--- config.mk ---
export PLATFORM = sky130hd
export DESIGN_NAME = ordenador_seq
export DESIGN_NICKNAME = d
export VERILOG_FILES = /design/src/rtl/ordenador_pkg.sv /design/src/rtl/ordenador_comparador.sv /design/src/rtl/ordenador_seq.sv
export SDC_FILE = /design/constraint.sdc
export NUM_CORES = 1
export LEC_CHECK = 0
export ABC_AREA = 1
export BUFFER_PORTS_ARGS = -buffer_cell sky130_fd_sc_hd__buf_2
export CELL_PAD_IN_SITES_DETAIL_PLACEMENT = 0
export CELL_PAD_IN_SITES_GLOBAL_PLACEMENT = 1
export CORE_MARGIN = 2
export CORE_UTILIZATION = 48
export CTS_CLUSTER_DIAMETER = 120
export DETAILED_ROUTE_END_ITERATION = 7
export PLACE_DENSITY = 0.93
export SYNTH_ARGS = -nofsm -noshare
export SYNTH_HDL_FRONTEND = slang
export SYNTH_SLANG_ARGS = --single-unit
--- constraint.sdc ---
create_clock -name clk -period 5.2 [get_ports clk]
set_clock_uncertainty 0.2 [all_clocks]
set_input_delay 0.26 -clock clk [delete_from_list [all_inputs] [get_ports clk]]
set_output_delay 0.26 -clock clk [all_outputs]
set_load 0.03 [all_outputs]
--- src/rtl/ordenador_pkg.sv ---
// ordenador_pkg: shared FSM encoding, default sizes and compare count for ordenador_seq
package ordenador_pkg;
  localparam int N_DEF = 4;
  localparam int W_DEF = 4;
  typedef enum logic [1:0] {CARGA, ORDENA, SAIDA} estado_t;
  function automatic int n_cmp(input int n);
    return n * (n - 1) / 2;
  endfunction
  localparam int N_CMP = n_cmp(N_DEF);
endpackage

--- src/rtl/ordenador_comparador.sv ---
// comparador: numeric sign-magnitude compare where -0 equals +0
module comparador #(
  parameter int W = 4
) (
  input  logic [W-1:0] a_mag,
  input  logic         a_sinal,
  input  logic [W-1:0] b_mag,
  input  logic         b_sinal,
  output logic         maior,
  output logic         igual
);
  logic signed [W+1:0] va, vb;
  assign va = a_sinal ? -$signed({2'b00, a_mag}) : $signed({2'b00, a_mag});
  assign vb = b_sinal ? -$signed({2'b00, b_mag}) : $signed({2'b00, b_mag});
  assign maior = va > vb;
  assign igual = va == vb;
endmodule

--- src/rtl/ordenador_seq.sv ---
// ordenador_seq: loads N sign-magnitude entries, bubble-sorts them one compare per cycle,
// then streams them out in ascending numeric order
module ordenador_seq
  import ordenador_pkg::*;
#(
  parameter int N = N_DEF,
  parameter int W = W_DEF
) (
  input  logic         clk,
  input  logic         rst_n,
  input  logic         in_valid,
  output logic         in_ready,
  input  logic [W-1:0] in_mag,
  input  logic         in_sinal,
  output logic         out_valid,
  input  logic         out_ready,
  output logic [W-1:0] out_mag,
  output logic         out_sinal,
  output logic         ocupado
);
  localparam int IW = (N > 2) ? $clog2(N) : 1;
  localparam logic [IW-1:0] LAST = IW'(N - 1);
  localparam logic [IW-1:0] LAST_PASS = IW'(N - 2);
  estado_t estado;
  logic ativo;
  logic [IW-1:0] load_idx, out_idx, pass, idx;
  logic [W:0] slot [N];
  logic [W:0] a, b;
  logic maior, igual, troca;
  assign a = slot[idx];
  assign b = slot[idx + IW'(1)];
  comparador #(.W(W)) u_cmp (
    .a_mag  (a[W-1:0]),
    .a_sinal(a[W]),
    .b_mag  (b[W-1:0]),
    .b_sinal(b[W]),
    .maior  (maior),
    .igual  (igual)
  );
  // equal keys never swap, which keeps the sort stable
  assign troca = maior && !igual;
  // ativo holds in_ready low through reset and rises on the first edge after release
  assign in_ready = ativo && estado == CARGA;
  assign out_valid = estado == SAIDA;
  assign {out_sinal, out_mag} = out_valid ? slot[out_idx] : '0;
  assign ocupado = estado != CARGA;
  always_ff @(posedge clk or negedge rst_n) begin
    if (!rst_n) begin
      estado   <= CARGA;
      ativo    <= 1'b0;
      load_idx <= '0;
      out_idx  <= '0;
      pass     <= '0;
      idx      <= '0;
      for (int i = 0; i < N; i++) slot[i] <= '0;
    end else begin
      ativo <= 1'b1;
      case (estado)
        CARGA: if (in_valid && in_ready) begin
          slot[load_idx] <= {in_sinal, in_mag};
          load_idx <= (load_idx == LAST) ? '0 : load_idx + 1'b1;
          if (load_idx == LAST) estado <= ORDENA;
        end
        ORDENA: begin
          if (troca) begin
            slot[idx] <= b;
            slot[idx + IW'(1)] <= a;
          end
          if (idx == LAST_PASS - pass) begin
            idx <= '0;
            pass <= (pass == LAST_PASS) ? '0 : pass + 1'b1;
            if (pass == LAST_PASS) estado <= SAIDA;
          end else idx <= idx + 1'b1;
        end
        SAIDA: if (out_ready) begin
          out_idx <= (out_idx == LAST) ? '0 : out_idx + 1'b1;
          if (out_idx == LAST) estado <= CARGA;
        end
        default: estado <= CARGA;
      endcase
    end
  end
endmodule

Yosys cells after proc, flatten, opt, wreduce, memory -nomap -nowiden. Index checks and enable logic that the tools add are counted.

Flip-flop bits (word level): 31. Bits of input ports: 9. Word-level logic and storage cells: 93.

Add/sub/neg operators: 7. Reductions and logical operators: 15. Bitwise gates (word level): 4. Magnitude comparators: 8. Multiplexer cells: 35. Eq/ne operators: 14.

Operators by type and width (count): $bwmux 20 (3); $mux 5 (10); $mux 20 (2); $pmux 20 s2 (1); $bmux 5 s2 (3); $demux 5 s2 (3); $mux 2 (10); $ge 3x3->1 const B (4); $mux 6 (2); $neg 4->6 (2); $not 2->3 (4); $lt 3x1->1 const B (3); $add 2x1->2 const B (4); $eq 2x2->1 const B (4); $ne 2x1->1 const B (4); $eq 6x6->1 (1); $gt 6x6->1 (1); $logic_and 1x1->1 (6); $ne 2x2->1 const B (3); $pmux 2 s3 (1); $reduce_and 2->1 (3); $reduce_and 6->1 (1); $reduce_bool 2->1 (2); $reduce_and 3->1 (1); 5 further kinds (5).

Longest topological paths before layout.
Word-level depth: 12. Gate-level depth with buffers: 20.

By module. Synthesis repeated with hierarchy kept, for this count alone.

Cells, all modules: 461. Area, all modules: 2960.3 µm².

Modules (own cells, without submodules): ordenador_seq (times used 1, cells an instance 403, area an instance 2630.0 µm²); comparador (times used 1, cells an instance 58, area an instance 330.3 µm²).

Least setup slack after synthesis. OpenSTA, ideal clock, no wires.

Path type: register -> register. From: register idx[0]. To: register slot[0] (netlist name). Path slack: 1957 ps. Setup time: 66 ps. Data required time: 4934 ps. Cell stages (with the launch flop): 21. Arrival: 2978 ps. Cells stage by stage: dfrtp_1 -> inv_2 -> buf_2 -> ha_1 -> inv_2 -> nand3_1 -> nand2_1 -> ha_1 -> nor2_1 -> xor2_1 -> ha_1 -> nand2_1 -> nor2_1 -> nand2_1 -> nand3_1 -> nand2_1 -> nand3_1 -> nand2_2 -> buf_2 -> nand4_1 -> nand2_1.

Cells in the longest elaborated chain, start to end: 12. Elaborated cells between the ends (all ways): 33. Those cells by class: 3 x add/sub; 5 x order compare; 2 x eq/ne; 16 x mux; 2 x bitwise; 5 x reduce/logical.

RTL lines: start: declaration (line ordenador_seq.sv:26) `logic [IW-1:0] load_idx, out_idx, pass, idx;`; start signal: assignment (line ordenador_seq.sv:73) `end else idx <= idx + 1'b1;`; branches (longest 12 deep; another with $neg 4->6); end signal: indexed assignment (line ordenador_seq.sv:60) `slot[load_idx] <= {in_sinal, in_mag};`; end: declaration (line ordenador_seq.sv:27) `logic [W:0] slot [N];`.

Several ways; the timed one is not identified. The select of a mux whose other input is x is not followed. A chain may end at the register's enable or synchronous reset.

Worst setup path after layout.
From: register idx[0]. To: register slot[19] (netlist name).

Same word-level chain as after synthesis.

==> impl_metrics.csv <==
group,metric,value,unit
job,maxCapViolCount,0,
clock_network,cts_setup_buffers,0,
place,place.detailed.hpwl,6.928,mm
global_routing,grt_use_met3,0.03264,
clock_network,numCtsBuffers,5,
global_routing,grt_pass1_vias,2808,
sta,finalCritPeriodShare,0.7653,
min_path,worst_hold_path_type,"in -> reg",
place,finalWeightedCongestion,0.9559,
synth,synth_enable_flop_cells,0,
sta,achievable-frequency,251.3,MHz
synth,cell_taking_the_most_area_after_synthesis,"sky130_fd_sc_hd__dfrtp_1",
drt,drt_wl_total,8.965,mm
cells_and_area,final.fill_count,651,
drt,detail_route.wl_per_cell,16.07,µm
sta,setup-tns-final,0,ns
global_routing,grt_use_met2,0.4240,
place,port_buffers,16,
global_routing,grt_max_degree,32,
synth,post-synth-top-area-fraction,0.2541,
sta,hold_viol_final,0,
global_routing,met1_usage,0.3753,
sta,setup-violations-final,0,
min_path,timing.hold.worst.start,"out_ready",
cells_and_area,multi_input_combinational_cell_area,2058,µm²
die,die_area,7014,µm²
die,core-area,6241,µm²
synth,post_synth_num_cell_types,31,
die,die_y,83.75,µm
synth,netlist_instances,472,
die,io_pins,17,
global_routing,global_route.overflow_total,0,
sta,worst-slew-pin-transition,0.7028,ns
die,initial_utilization,0.4892,
sta,rsz0062_at_grt,"no",
setup_path,worstPathMaxFanout,26,
drt,drt_iter0_drc,409,
die,fp-row-count,29,
die,die_width,83.75,µm
setup_path,critPathCaptureType,"flop",
cells_and_area,diodes,0,
clock_network,cts_tree,"done",
clock_network,cts.path.max_buffers,2,
clock_network,cts.clk_slew.worst_paths,0.07,ns
synth,yosys_register_bits,31,
synth,ranking_of_synthesized_cells_by_area,"sky130_fd_sc_hd__dfrtp_1 25%, sky130_fd_sc_hd__nand2_1 21%, sky130_fd_sc_hd__nand3_1 13%, sky130_fd_sc_hd__ha_1 8.2%, sky130_fd_sc_hd__nand4_1 4.3%",
clock_network,clockRootBuffer,"sky130_fd_sc_hd__clkbuf_8",
setup_path,worstPathArrival,3.95,ns
sta,timing.max_slew.rel_slack,0.5314,
synth,synth.most_common_cell,"sky130_fd_sc_hd__nand2_1",
synth,mappedNetlistArea,3053,µm²
setup_path,setup.worst_path.class,"reg -> reg",
setup_path,worstSetupStartpointType,"flop",
global_routing,grt_antenna_before_repair,0,
setup_path,worstReg2RegStart,"idx[0]",
synth,synth.yosys.seq_area_share,0.2541,
drt,detail-route-antenna-nets,0,
cells_and_area,post_route_cells_drive_above_1_share,0.1268,
status,outcome,"complete, no violations",
drt,post-route-drc-count,0,
synth,post_synth.cell_area_avg,6.468,µm²
clock_network,worst_skew_pair.late_latency,0.28,ns
global_routing,grt_busiest_layer,"met2",
clock_network,tritoncts_num_sinks,31,
cells_and_area,area_added_between_synthesis_and_finish,5.943,%
drt,detailedRoute.firstPassIterationCount,5,
drt,num_vias,3182,
synth,asyncSetResetFlopFracSynth,1.000,
clock_network,h-tree-depth,2,
sta,period_minus_slack,3.980,ns
drt,drt-vias-per-instance,5.703,
synth,yosys_most_used_dff,"sky130_fd_sc_hd__dfrtp_1",
global_routing,global_route.usage.total,0.2635,
setup_path,worst-endpoint-required,5.17,ns
sta,slew_violations,0,
synth,synthesized_nets,501,
synth,synth_common_cells,"173 x sky130_fd_sc_hd__nand2_1, 80 x sky130_fd_sc_hd__nand3_1, 33 x sky130_fd_sc_hd__nor2_1",
clock_network,postCtsResizedCells,0,
synth,yosysWarningCount,0,
cells_and_area,ff_latch_area,775.7,µm²
global_routing,global_route_wire_length_before_repair,14.59,mm
setup_path,setup.worst_path.start,"idx[0]",
cells_and_area,nets,509,
path summary, 6_finish.rpt:
check	end	slack [ns]	depth (start not counted)
worst max-delay path	slot[19]	1.22	20
worst min-delay path	out_idx[0]	0.11	3
worst max register to register	slot[19]	1.22	20
worst min register to register	slot[8]	0.36	2
max in group asynchronous	slot[3]	3.99	2
min in group asynchronous	pass[1]	0.36	2
layout make-up:
type                    count  share of cell area
clock buffers               6             0.02244
clock inverters             2            0.003868
inverters                  29             0.03520
multi-input cells         394              0.6364
flip-flops and latches     31              0.2398
well taps                  77             0.02979
repair buffers             19             0.03250
stage by stage:
step | setup WS, ns | cells | area, µm² | utilization | hold slack [ns]
6_report | 1.220 | 558 | 3234 | 0.5182 | 0.1144
5_1_grt | 0.8063 | 558 | 3234 | 0.5182 | 0.1467
4_1_cts | 1.253 | 558 | 3234 | 0.5182 | 0.1061
3_5_place_dp | 1.271 | 549 | 3139 | 0.5030 | 0.1454
3_3_place_gp | 1.391 | 549 | 3139 | 0.5030 | 0.1455
2_1_floorplan | 1.957 | 472 | 3053 | - | -0.2356
worst max-delay path, stage by stage (launching register included):
cell and delay, ns:
sky130_fd_sc_hd__dfrtp_1 0.32, sky130_fd_sc_hd__buf_4 0.25, sky130_fd_sc_hd__inv_2 0.21, sky130_fd_sc_hd__ha_1 0.50
sky130_fd_sc_hd__inv_2 0.12, sky130_fd_sc_hd__nand3_1 0.20, sky130_fd_sc_hd__nand2_1 0.13, sky130_fd_sc_hd__ha_1 0.21
sky130_fd_sc_hd__nor2_1 0.13, sky130_fd_sc_hd__xor2_1 0.17, sky130_fd_sc_hd__ha_1 0.25, sky130_fd_sc_hd__nand2_1 0.10
sky130_fd_sc_hd__nor2_1 0.05, sky130_fd_sc_hd__nand2_1 0.08, sky130_fd_sc_hd__nand3_1 0.07, sky130_fd_sc_hd__nand2_1 0.07
sky130_fd_sc_hd__nand3_1 0.07, sky130_fd_sc_hd__nand2_2 0.36, sky130_fd_sc_hd__nand3_2 0.19, sky130_fd_sc_hd__nand2_1 0.13
sky130_fd_sc_hd__nand2_1 0.06
state kept, by name, summed over array words and instances, names as in the netlist:
name	count
slot	20
estado	2
load_idx	2
ativo	1
pass	2
idx	2
out_idx	2
cells in the final DEF (no fill, tap or decap), drive strengths merged, types with 2 or more instances in the layout:
cell type / count
xor2: 4
dfrtp: 31
nand2: 177
nand3: 91
inv: 28
o21ai: 17
a21oi: 16
buf: 18
ha: 20
clkbuf: 6
clkinv: 2
nor2: 40
nand4: 21
layer usage:
metal,vias to the layer above,routed length [µm]
met5,-,0
met4,0,182
met3,17,784
met2,139,4153
met1,1441,3845
li1,1585,-
logic make-up after synthesis:
kind of cell	synth area share
AND/OR/NAND/NOR	0.4947
flip-flops	0.2541
other	0.001228
AO/OA/AOI/OAI	0.08197
XOR/XNOR	0.01434
adder cells (fa/ha/maj)	0.08197
buffers and inverters	0.07172
repair_timing:
| action | in CTS | in global routing |
|---|---|---|
| endpoints found under the hold margin | 31 | 0 |
| hold buffers | 1 | 0 |
| setup endpoints to repair | 0 | 0 |
Power is left out: the tool's default activity adds up to more than one toggle a clock period on the data nets, which glitch-free logic cannot reach.
